--- src/rtl/alu_uart_interface.sv ---
// Sequencer between uart_rx, the ALU and uart_tx: gathers operand A, operand B and
// opcode bytes, lets the ALU settle for one cycle, then sends the result and a Zero-flag byte.
module alu_uart_interface #(
   parameter int bits = 8
) (
   input  logic            clk,
   input  logic            rst,
   input  logic [7:0]      rx_data,
   input  logic            rx_done,
   output logic [bits-1:0] alu_A,
   output logic [bits-1:0] alu_B,
   output logic [3:0]      alu_select,
   input  logic [bits-1:0] alu_C,
   input  logic            alu_zero,
   output logic [7:0]      tx_data,
   output logic            tx_start,
   input  logic            tx_done,
   output logic            busy
);

   typedef enum logic [2:0] {
      GET_A,
      GET_B,
      GET_OP,
      EXEC,
      SEND_RES,
      WAIT_RES,
      SEND_FLG,
      WAIT_FLG
   } state_t;

   state_t          state_q, state_d;
   logic [bits-1:0] alu_a_q, alu_a_d;
   logic [bits-1:0] alu_b_q, alu_b_d;
   logic [3:0]      alu_select_q, alu_select_d;
   logic [7:0]      tx_data_q, tx_data_d;
   logic            tx_start_q, tx_start_d;
   logic            zero_q, zero_d;

   always_ff @(posedge clk) begin
      if (rst) begin
         state_q      <= GET_A;
         alu_a_q      <= '0;
         alu_b_q      <= '0;
         alu_select_q <= '0;
         tx_data_q    <= '0;
         tx_start_q   <= 1'b0;
         zero_q       <= 1'b0;
      end else begin
         state_q      <= state_d;
         alu_a_q      <= alu_a_d;
         alu_b_q      <= alu_b_d;
         alu_select_q <= alu_select_d;
         tx_data_q    <= tx_data_d;
         tx_start_q   <= tx_start_d;
         zero_q       <= zero_d;
      end
   end

   // tx_data and tx_start are loaded on entry to SEND_RES/SEND_FLG so the byte
   // is already valid in the single cycle the start strobe is high.
   always_comb begin
      state_d      = state_q;
      alu_a_d      = alu_a_q;
      alu_b_d      = alu_b_q;
      alu_select_d = alu_select_q;
      tx_data_d    = tx_data_q;
      tx_start_d   = 1'b0;
      zero_d       = zero_q;
      case (state_q)
         GET_A: begin
            if (rx_done) begin
               alu_a_d = rx_data[bits-1:0];
               state_d = GET_B;
            end
         end
         GET_B: begin
            if (rx_done) begin
               alu_b_d = rx_data[bits-1:0];
               state_d = GET_OP;
            end
         end
         GET_OP: begin
            if (rx_done) begin
               alu_select_d = rx_data[3:0];
               state_d      = EXEC;
            end
         end
         EXEC: begin
            tx_data_d  = 8'(alu_C);
            zero_d     = alu_zero;
            tx_start_d = 1'b1;
            state_d    = SEND_RES;
         end
         SEND_RES: begin
            state_d = WAIT_RES;
         end
         WAIT_RES: begin
            if (tx_done) begin
               tx_data_d  = {7'b0, zero_q};
               tx_start_d = 1'b1;
               state_d    = SEND_FLG;
            end
         end
         SEND_FLG: begin
            state_d = WAIT_FLG;
         end
         WAIT_FLG: begin
            if (tx_done) begin
               state_d = GET_A;
            end
         end
         default: begin
            state_d = GET_A;
         end
      endcase
   end

   assign alu_A      = alu_a_q;
   assign alu_B      = alu_b_q;
   assign alu_select = alu_select_q;
   assign tx_data    = tx_data_q;
   assign tx_start   = tx_start_q;
   assign busy       = !(state_q inside {GET_A, GET_B, GET_OP});

endmodule
--- config.mk ---
export PLATFORM = sky130hd
export DESIGN_NAME = alu_uart_interface
export DESIGN_NICKNAME = d
export VERILOG_FILES = /design/src/rtl/alu_uart_interface.sv
export SDC_FILE = /design/constraint.sdc
export NUM_CORES = 1
export LEC_CHECK = 0
export CORE_AREA = 4 4 89 49
export CTS_CLUSTER_SIZE = 16
export DETAILED_ROUTE_END_ITERATION = 10
export DIE_AREA = 0 0 93 53
export GPL_ROUTABILITY_DRIVEN = 0
export MAX_ROUTING_LAYER = met4
export PLACE_DENSITY_LB_ADDON = 0.1
export SYNTH_ARGS = -nofsm -noshare
export SYNTH_HDL_FRONTEND = slang
export SYNTH_SLANG_ARGS = --single-unit
--- constraint.sdc ---
create_clock -name clk -period 1.28 [get_ports clk]
set_input_delay 0.256 -clock clk [delete_from_list [all_inputs] [get_ports clk]]
set_output_delay 0.256 -clock clk [all_outputs]
set_load 0.01 [all_outputs]
==> reports/qor.yml <==
synth:
  synth.distinct_cells: 28
  syn_area_mm2: 0.00136
  ys.warnings.count: 0
  syn_nets: 166
  ys_ff_latch: 33
  synth.avg_cell_area_um2: 9.66
  synth_cells: 141
  seq_area_frac_synth_pct: 48.5
route:
  dr.pass1.iters: 4
  vias: 1207
  wl_per_cell_um: 14.1
  drt_iter0_drc: 31
  drc: 0
  drtAntennaViolNets: 0
  wl_um: 3730
  vias_per_cell: 4.55
placement:
  dpl.hpwl_um: 2550
  placed_area_mm2: 0.00203
  io_buffers: 50
  dpl.cell_count: 251
clock_tree:
  clk_pin_slew_ps: 70
  cts_tree: "done"
  clk_path_buf_depth: 2
  root_buffer: "clkbuf_8"
  clock-sinks: 33
  cts_max_level: 2
  insertion_delay_ps: 280
  hold_buffers: 0
  cts_buffers: 5
floorplan:
  dieArea_mm2: 0.00493
  die_w_um: 93
  core_mm2: 0.00368
  io_pins: 51
  dieHeight_um: 53
  rows: 16
  start_util_pct: 37.0
sta:
  finalSetupViolations: 22
  worstMarginPinSlew_ps: 503
  fin_ws_ps: -302
  rsz0062_at_grt: "yes"
  period_share_pct: 124
  finClkSkew_ps: 1.34
  relSlewSlack_pct: 66.4
  fmax_mhz: 632
  period_needed_ps: 1580
  maxSlewViolCount: 0
  finalHoldViolations: 0
power_and_ir_drop:
  p_per_area_mw_per_mm2: 1860
  leakage_nw: 1.12
  irDropWorstVdd_mv: 1.22
cells_and_area:
  final_net_count: 235
  fin_cells: 265
  syn2layout_area_growth_pct: 73.6
  diodes: 0
  design_area_mm2: 0.00237
  final_util_pct: 64.2
  layout-drive-gt1-share_pct: 29.9
  num-fill-cells: 330
grt:
  overflow: 0
  grt_pass1_wl_um: 6110
  grtUsageTotal_pct: 16.7
  antenna_found_initial: 0
  grt_pass1_vias: 1272
  grt_max_degree: 15
critical_path:
  required_ps: 1020
  crit_path_cell_trace: "inv_4 > ha_4 > nor3_4 > or2_4 > buf_6"
  crit_arrival_ps: 1330
  critPathMaxStageDelay_ps: 390
  critPathKind: "reg -> out"
  r2r-end: "state_q[1]"
  cp-end-kind: "primary output"
  slowest_stage: "dfxtp_4"
  r2r_setup_slack_ps: -250
  crit_path_start_kind: "register"
  crit_fanout: 4
  r2r-start: "state_q[0]"
  r2r_cells: 7
  cp_num_buf_inv: 2
  path_delay_family: "flip-flops"
worst_hold_path:
  min_path_cells: 2
  hold_start: "tx_data[4]"
  worstHoldEndpoint: "tx_data[4]"
  hp-class: "reg -> reg"
run_status:
  violations: "setup timing"
  outcome: "complete, but fails checks"
job:
  drv_cap: 0
==> cell usage in the layout (no fill, tap or decap), types with 2 or more instances in the layout <==
cell / n
dfxtp_4: 2
a21oi_2: 8
nand3b_1: 2
inv_1: 2
ha_4: 4
buf_4: 13
mux2i_1: 22
clkbuf_8: 6
dlygate4sd2_1: 29
inv_4: 2
clkdlybuf4s50_1: 20
nand2_1: 11
buf_12: 3
buf_6: 5
nand3_2: 7
nand2b_1: 3
nor2_1: 20
dfxtp_1: 31
==> cells by family after synthesis <==
group,count (synthesis),synth area share [%]
buf+inv,13,4.77
mux,22,16.2
simple gates,54,19.4
compound gates,15,7.53
fa+ha+maj,4,3.67
flops,33,48.5
==> registers in the layout (all words and copies together) (netlist names) <==
| register | cells |
|---|---|
| alu_A | 8 |
| alu_B | 8 |
| tx_data | 8 |
| alu_select | 4 |
| state_q | 3 |
| tx_start | 1 |
| zero_q | 1 |
==> report_power, final <==
group	total (mW)	internal, mW	switching, mW
sequential	1.35	1.22	0.132
clock	1.01	0.635	0.377
combinational	2.04	1.18	0.868
total	4.41	3.03	1.38
==> worst reg2reg max path, cell delays in order (launching register included) <==
cell and delay [ps]:
dfxtp_4 380, buf_12 110, ha_4 150, nor3_4 50
buf_4 130, buf_6 110, o32a_1 370, mux2i_1 130
==> cell type report <==
cell class / count / area, um2 / area share, %
multi-input combinational: 95 / 811 / 34.3
timing repair buffer: 71 / 683 / 28.9
sequential: 33 / 668 / 28.2
clock buffer: 7 / 86.3 / 3.65
tap: 54 / 67.6 / 2.86
clock inverter: 1 / 30.0 / 1.27
inverter: 4 / 20.0 / 0.846
==> worst max path at each step <==
stage / startpoint / to / slack [ps] / cells past startpoint
after floorplan: state_q[1] / tx_data[0] / 5 / 5
after detailed placement: state_q[0] / busy / -430 / 5
after global routing: state_q[1] / busy / -350 / 5
after global placement: state_q[0] / busy / -380 / 5
final: state_q[1] / busy / -300 / 5
after CTS: state_q[1] / busy / -270 / 5
==> routing by layer <==
| metal | part of all wire, % | global-route usage, % | wire length, um | up-vias |
|---|---|---|---|---|
| met5 | 0 | - | 0 | - |
| met4 | 1.1 | 5.11 | 40 | 0 |
| met3 | 5.1 | 4.83 | 189 | 5 |
| met2 | 45 | 27.5 | 1670 | 32 |
| met1 | 49 | 20.3 | 1830 | 558 |
| li1 | - | - | - | 612 |
==> through the flow <==
stage	setup slack (ps)	hold slack (ps)	TNS [ps]	power, mW
global placement	-382	445	-4530	2.88
finish	-302	467	-2900	4.41
global route	-351	490	-4540	4.64
CTS	-273	470	-2620	4.22
floorplan	5.12	392	0	2.17
detailed placement	-435	463	-5480	2.93
==> Yosys cell counts, drive strengths merged <==
cell type / instances / area share, %
a21oi: 9 / 3.3
a2bb2oi: 1 / 0.64
a221oi: 1 / 1.1
nor3: 3 / 1.5
mux2i: 22 / 16
and2b: 1 / 0.55
clkbuf: 5 / 1.4
or2: 1 / 0.46
o21bai: 1 / 0.55
o32a: 1 / 0.73
dfxtp: 33 / 48
and3: 1 / 0.46
nand3b: 3 / 1.9
inv: 4 / 1.1
ha: 4 / 3.7
nand2: 11 / 3.0
a21o: 1 / 0.55
buf: 4 / 2.3
nor2: 21 / 5.8
nand3: 8 / 3.3
or2b: 1 / 0.55
a311oi: 1 / 0.64
nand2b: 4 / 1.8
==> timing repair <==
| item | CTS | global route |
|---|---|---|
| pin swaps | 7 | 23 |
| setup endpoints to repair | 59 | 30 |
| buffers inserted | 4 | 4 |
| cloned | 0 | 0 |
| resized for setup | 57 | 21 |
No activity file was read; power rests on OpenSTA's default activity.
